--- src/rtl/lock_pkg.sv ---
// Shared codes and session states for the two-panel keypad lock arbiter.
package lock_pkg;

  localparam logic [1:0] KEY_DIGIT   = 2'b00;
  localparam logic [1:0] KEY_CONFIRM = 2'b01;
  localparam logic [1:0] KEY_CANCEL  = 2'b10;

  localparam logic [1:0] RES_FAIL   = 2'b00;
  localparam logic [1:0] RES_UNLOCK = 2'b01;
  localparam logic [1:0] RES_RESET  = 2'b10;
  localparam logic [1:0] RES_LOCKED = 2'b11;

  typedef enum logic [1:0] {
    IDLE     = 2'b00,
    OWN      = 2'b01,
    WAIT_RES = 2'b10,
    REPORT   = 2'b11
  } state_t;

  // Lockout outranks password reset, which outranks a plain unlock.
  function automatic logic [1:0] res_code(input logic locking, input logic reset_ok,
                                          input logic unlock_ok);
    if (locking)        return RES_LOCKED;
    else if (reset_ok)  return RES_RESET;
    else if (unlock_ok) return RES_UNLOCK;
    else                return RES_FAIL;
  endfunction

endpackage

--- src/rtl/lock_rr_arb2.sv ---
// Two-way round-robin picker: combinational grant, registered last-winner pointer.
module lock_rr_arb2 (
  input  logic       clk_sys,
  input  logic       rst_b,
  input  logic [1:0] req,
  input  logic       upd,
  output logic       gnt_any,
  output logic       gnt_idx
);

  logic last_q;

  always_comb begin
    gnt_any = |req;
    if (&req) gnt_idx = ~last_q;
    else      gnt_idx = req[1];
  end

  // Reset to panel 1 so panel 0 takes the first tie.
  always_ff @(posedge clk_sys or negedge rst_b) begin
    if (!rst_b)              last_q <= 1'b1;
    else if (upd && gnt_any) last_q <= gnt_idx;
  end

endmodule

--- src/rtl/lock_panel_arbiter.sv ---
// Session arbiter sharing one keypad lock core between two panels.
//
// state    | meaning
// IDLE     | no session; grant a requesting panel round-robin
// OWN      | owner's keys forwarded to the lock; inactivity timer running
// WAIT_RES | confirm sent; sticky-capture lock flags for RESP_WAIT cycles
// REPORT   | one-cycle result strobe to the owner
module lock_panel_arbiter
  import lock_pkg::*;
#(
  parameter int TIMEOUT   = 1000,
  parameter int RESP_WAIT = 3
) (
  input  logic       clk,
  input  logic       clr,
  input  logic [1:0] p_vld,
  output logic [1:0] p_rdy,
  input  logic [7:0] p_key,
  input  logic [3:0] p_type,
  output logic [1:0] p_res_vld,
  output logic [1:0] p_res_code,
  output logic       owner,
  output logic       busy,
  output logic [3:0] lk_din,
  output logic       lk_vld,
  output logic       lk_confirm,
  output logic       lk_cancel,
  input  logic       lk_unlock_ok,
  input  logic       lk_reset_ok,
  input  logic       lk_locking
);

  localparam int TW = $clog2(TIMEOUT);
  localparam int RW = $clog2(RESP_WAIT + 1);
  localparam logic [TW-1:0] IDLE_TC = TW'(TIMEOUT - 1);
  localparam logic [RW-1:0] RSP_TC  = RW'(RESP_WAIT - 1);

  state_t        state_q, state_d;
  logic          owner_q;
  logic [TW-1:0] idle_cnt_q;
  logic [RW-1:0] rsp_cnt_q;
  logic          cap_lock_q, cap_reset_q, cap_unlock_q;
  logic [3:0]    lk_din_q;
  logic          lk_vld_q, lk_confirm_q, lk_cancel_q;

  logic          gnt_any, gnt_idx;
  logic [3:0]    own_key;
  logic [1:0]    own_type;
  logic          accept, timeout_hit, window_sample, window_end;

  lock_rr_arb2 u_rr (
    .clk_sys (clk),
    .rst_b   (clr),
    .req     (p_vld),
    .upd     (state_q == IDLE),
    .gnt_any (gnt_any),
    .gnt_idx (gnt_idx)
  );

  // The first WAIT_RES cycle carries the confirm strobe itself; the window starts after it.
  always_comb begin
    own_key       = owner_q ? p_key[7:4] : p_key[3:0];
    own_type      = owner_q ? p_type[3:2] : p_type[1:0];
    accept        = (state_q == OWN) && p_vld[owner_q];
    timeout_hit   = (state_q == OWN) && !accept && (idle_cnt_q == IDLE_TC);
    window_sample = (state_q == WAIT_RES) && !lk_confirm_q;
    window_end    = window_sample && (rsp_cnt_q == RSP_TC);
  end

  always_comb begin
    state_d = state_q;
    case (state_q)
      IDLE:     if (gnt_any) state_d = OWN;
      OWN: begin
        if (accept) begin
          if (own_type == KEY_CONFIRM)     state_d = WAIT_RES;
          else if (own_type == KEY_CANCEL) state_d = IDLE;
        end else if (timeout_hit) begin
          state_d = IDLE;
        end
      end
      WAIT_RES: if (window_end) state_d = REPORT;
      REPORT:   state_d = IDLE;
      default:  state_d = IDLE;
    endcase
  end

  always_comb begin
    p_rdy      = 2'b00;
    p_res_vld  = 2'b00;
    p_res_code = RES_FAIL;
    busy       = (state_q != IDLE);
    if (state_q == OWN) p_rdy[owner_q] = 1'b1;
    if (state_q == REPORT) begin
      p_res_vld[owner_q] = 1'b1;
      p_res_code         = res_code(cap_lock_q, cap_reset_q, cap_unlock_q);
    end
  end

  always_ff @(posedge clk or negedge clr) begin
    if (!clr) begin
      state_q      <= IDLE;
      owner_q      <= 1'b0;
      idle_cnt_q   <= '0;
      rsp_cnt_q    <= '0;
      cap_lock_q   <= 1'b0;
      cap_reset_q  <= 1'b0;
      cap_unlock_q <= 1'b0;
    end else begin
      state_q <= state_d;
      if (state_q == IDLE && gnt_any) owner_q <= gnt_idx;

      if (state_q != OWN || accept)  idle_cnt_q <= '0;
      else if (idle_cnt_q != IDLE_TC) idle_cnt_q <= idle_cnt_q + 1'b1;

      if (state_q != WAIT_RES)                    rsp_cnt_q <= '0;
      else if (window_sample && rsp_cnt_q != RSP_TC) rsp_cnt_q <= rsp_cnt_q + 1'b1;

      if (state_q == IDLE || state_q == OWN) begin
        cap_lock_q   <= 1'b0;
        cap_reset_q  <= 1'b0;
        cap_unlock_q <= 1'b0;
      end else if (window_sample) begin
        cap_lock_q   <= cap_lock_q   | lk_locking;
        cap_reset_q  <= cap_reset_q  | lk_reset_ok;
        cap_unlock_q <= cap_unlock_q | lk_unlock_ok;
      end
    end
  end

  // Out-of-range digits and reserved key types are consumed but never reach the lock.
  always_ff @(posedge clk or negedge clr) begin
    if (!clr) begin
      lk_din_q     <= 4'd0;
      lk_vld_q     <= 1'b0;
      lk_confirm_q <= 1'b0;
      lk_cancel_q  <= 1'b0;
    end else begin
      lk_vld_q     <= 1'b0;
      lk_confirm_q <= 1'b0;
      lk_cancel_q  <= 1'b0;
      if (accept) begin
        case (own_type)
          KEY_DIGIT: begin
            if (own_key <= 4'd9) begin
              lk_din_q <= own_key;
              lk_vld_q <= 1'b1;
            end
          end
          KEY_CONFIRM: lk_confirm_q <= 1'b1;
          KEY_CANCEL:  lk_cancel_q  <= 1'b1;
          default:     ;
        endcase
      end else if (timeout_hit) begin
        lk_cancel_q <= 1'b1;
      end
    end
  end

  assign owner      = owner_q;
  assign lk_din     = lk_din_q;
  assign lk_vld     = lk_vld_q;
  assign lk_confirm = lk_confirm_q;
  assign lk_cancel  = lk_cancel_q;

endmodule

--- config.mk ---
export PLATFORM = sky130hd
export DESIGN_NAME = lock_panel_arbiter
export DESIGN_NICKNAME = d
export VERILOG_FILES = /design/src/rtl/lock_pkg.sv /design/src/rtl/lock_rr_arb2.sv /design/src/rtl/lock_panel_arbiter.sv
export SDC_FILE = /design/constraint.sdc
export NUM_CORES = 1
export LEC_CHECK = 0
export CAP_MARGIN = 20
export CORE_MARGIN = 8
export CORE_UTILIZATION = 48
export CTS_BUF_LIST = sky130_fd_sc_hd__clkbuf_16
export DETAILED_ROUTE_END_ITERATION = 8
export PLACE_DENSITY = 0.78
export SYNTH_ARGS = -nofsm -noshare
export SYNTH_HDL_FRONTEND = slang
export SYNTH_SLANG_ARGS = --single-unit
--- constraint.sdc ---
create_clock -name clk -period 1.95 [get_ports clk]
set_clock_uncertainty 0.15 [all_clocks]
set_input_delay 0.195 -clock clk [delete_from_list [all_inputs] [get_ports clk]]
set_output_delay 0.195 -clock clk [all_outputs]
set_load 0.05 [all_outputs]
==> impl_metrics.csv <==
group,metric,value,unit
timing,finalSetupViolCount,0,
routing,ant_nets,0,
placement,hpwl,2.50,mm
grt,met2_usage,23.6,%
synthesis,synthSimpleGateAreaFrac,22.8,%
clocking,hold_buffers,0,
clocking,clock_path_buffers,2,
clocking,cts_resized,0,
setup_path,r2r_end,"lk_din[3]",
grt,grt_max_degree,27,
grt,grt_pass1_vias,1257,
routing,drt_iter0_drc,26,
setup_path,crit_buf_inv,1,
grt,antenna_found_initial,0,
routing,vias,1189,
finish,fillCellCount,206,
grt,use_met1,14.7,%
timing,max_freq,562,MHz
grt,use_met3,3.86,%
clocking,cts_buffers,3,
clocking,cts_sinks,26,
clocking,cts_max_level,1,
setup_path,r2r-start,"owner",
clocking,cts_tree,"built",
placement,dp_cells,205,
synthesis,synth_fa_ha_area_share,1.82,%
timing,tns,0,ns
floorplanning,die_width,69.5,um
finish,layout-drive-gt1-share,20.8,%
setup_path,cp_max_fo,2,
setup_path,crit_arrival,1.44,ns
timing,fin_crit_sh,91.3,%
routing,routed_wl,3.30,mm
synthesis,synth.avg_cell_area,9.94,um2
finish,final_common_cell,"dfrtp_1",
routing,routedWlPerCell,15.8,um
floorplanning,start_util,50.2,%
setup_path,rr_worst_depth,5,
finish,largest_register,"idle_cnt_q",
setup_path,slowest_delay,0.82,ns
setup_path,startpoint_type,"register",
finish,syn2layout_area_growth,42.2,%
setup_path,critPathKind,"register to primary output",
floorplanning,placementRows,19,
synthesis,synth_area,1370,um2
floorplanning,die_y,69.5,um
floorplanning,core_area,2730,um2
timing,slew_viol_final,0,
finish,largest_register_ffs,10,
timing,rsz0062_at_grt,"no",
routing,remaining_drc_errors,0,
finish,nets,200,
run,max_cap_viol_count,0,
synthesis,yosysSeqAreaShare,47.5,%
clocking,clock_latency,0.26,ns
power_and_ir_drop,powerDensity,1420,nW/um2
timing,hold_violations,0,
clocking,cts_root_buffer,"clkbuf_16",
finish,register_area,652,um2
grt,gr-total-overflow,0,
setup_path,worstPathCellList,"clkdlybuf4s50_1",
finish,final_cells,209,
setup_path,rrSetupSlack,0.17,ns
timing,finalCriticalPeriod,1.78,ns
power_and_ir_drop,power.leakage,0.807,nW
setup_path,critical-path-top-delay-family,"buffers and inverters",
power_and_ir_drop,vdd_ir_drop_max,1.09,mV
finish,final_cell_mix,"dfrtp_1, clkdlybuf4s50_1, nor2_1",
floorplanning,io_pins,34,
setup_path,cp.required,1.60,ns
routing,avgViaCountPerCell,5.69,
grt,grt_busiest_layer,"met2",
placement,gp_congestion,0.781,
grt,grt_usage,13.6,%
timing,slew_headroom,65.6,%
synthesis,synth_compound_area_share,11.5,%
finish,antenna_cells,0,
synthesis,synth_cell_types,35,
placement,portBuffers,33,
synthesis,syn_nets,159,
floorplanning,die-area,4820,um2
min_path,hp-class,"input pin to asynchronous set/reset pin",
run_status,status,"completed",
setup_path,end_kind,"primary output",
clocking,clk_pin_slew,0.06,ns
synthesis,ys_ff_latch,26,
synthesis,muxShareOfSynthArea,8.03,%
synthesis,synth_top_family_by_area,"simple AND/OR/NAND/NOR gates",
synthesis,ys_warn_count,0,
synthesis,syn-instance-count,138,
finish,multiInputGateArea,681,um2
clocking,cts_setup_buffers,0,
setup_path,crit_slowest_cell,"clkdlybuf4s50_1",
grt,grt_pass1_wl,5.61,mm
routing,dr.pass1.iters,6,
synthesis,synth-xor-area-share,5.11,%
timing,tightest_slew,0.514,ns
-- kinds of logic after synthesis --
kind of cell,after synthesis
AO/OA/AOI/OAI,27
XOR/XNOR,8
adder cells (fa/ha/maj),2
buffers and inverters,11
flip-flops,26
multiplexers,10
AND/OR/NAND/NOR,54
-- how the worst max path moves through the flow --
stage	startpoint	end	slack [ns]	cells after the start
6_report	lk_din[1]	lk_din[1]	0.17	1
3_3_place_gp	p_vld[1]	lk_din[0]	0.06	5
4_1_cts	lk_din[1]	lk_din[1]	0.16	1
5_1_grt	owner	lk_din[1]	0.10	5
2_1_floorplan	owner	p_res_vld[0]	-0.1	3
3_5_place_dp	p_vld[1]	lk_din[0]	0.02	5
-- cells in the mapped netlist, drive strengths merged --
cell type	count	share of area, %
mux2i	2	1.5
dfrtp	25	46
o221ai	1	0.64
nor4	1	1.6
and2	1	0.46
a22oi	1	0.55
or3	3	1.4
or4	1	0.55
o311a	1	0.73
mux2	8	6.6
nor3	7	3.4
nand2	6	1.8
a21oi	10	3.6
o22ai	1	0.46
a31oi	5	2.3
clkbuf	2	0.55
ha	2	1.8
o21ai	7	2.6
dfstp	1	1.9
xor2	3	1.9
and3	1	0.46
a211o	1	0.64
buf	2	0.73
nand3	3	1.1
nor2	18	4.9
nor2b	5	2.8
nand2b	5	2.8
xnor2	5	3.2
inv	7	1.9
nor3b	2	1.1
nand4	1	0.46
-- cell type report --
cell class | count | area share [%]
tap | 31 | 1.99
sequential | 26 | 33.4
clock inverter | 1 | 1.54
multi-input combinational | 101 | 34.9
clock buffer | 3 | 3.85
timing repair buffer | 40 | 23.0
inverter | 7 | 1.35
-- layer usage --
| layer | up-vias | routed length [um] |
|---|---|---|
| met1 | 571 | 1370 |
| met5 | - | 0 |
| li1 | 566 | - |
| met3 | 12 | 220 |
| met4 | 0 | 108 |
| met2 | 40 | 1610 |
-- power breakdown --
group,switching (W),total [W],internal [W]
Sequential,0.000125,0.000794,0.000669
Clock,0.000188,0.000596,0.000408
Combinational,0.000783,0.00139,0.000602
-- worst register-to-register path, delay by kind of cell (launching register included) --
kind | cells | cell delay, ns
and+or+nand+nor | 2 | 0.40
DFF | 1 | 0.46
AOI/OAI and AO/OA | 1 | 0.08
buffers and inverters | 1 | 0.21
muxes | 1 | 0.37
-- metrics by stage --
step	power, W	area (um2)	hold slack, ns	util (%)	setup slack, ns
2_1_floorplan	0.00165	1380	-0.251	-	-0.0966
3_3_place_gp	0.00215	1850	0.346	67.5	0.0649
3_5_place_dp	0.00219	1850	0.345	67.5	0.0213
4_1_cts	0.00279	1950	0.162	71.4	0.156
5_1_grt	0.00288	1950	0.188	71.4	0.103
6_report	0.00277	1950	0.147	71.4	0.169
Note: power is estimated with default switching activity, not from simulation.
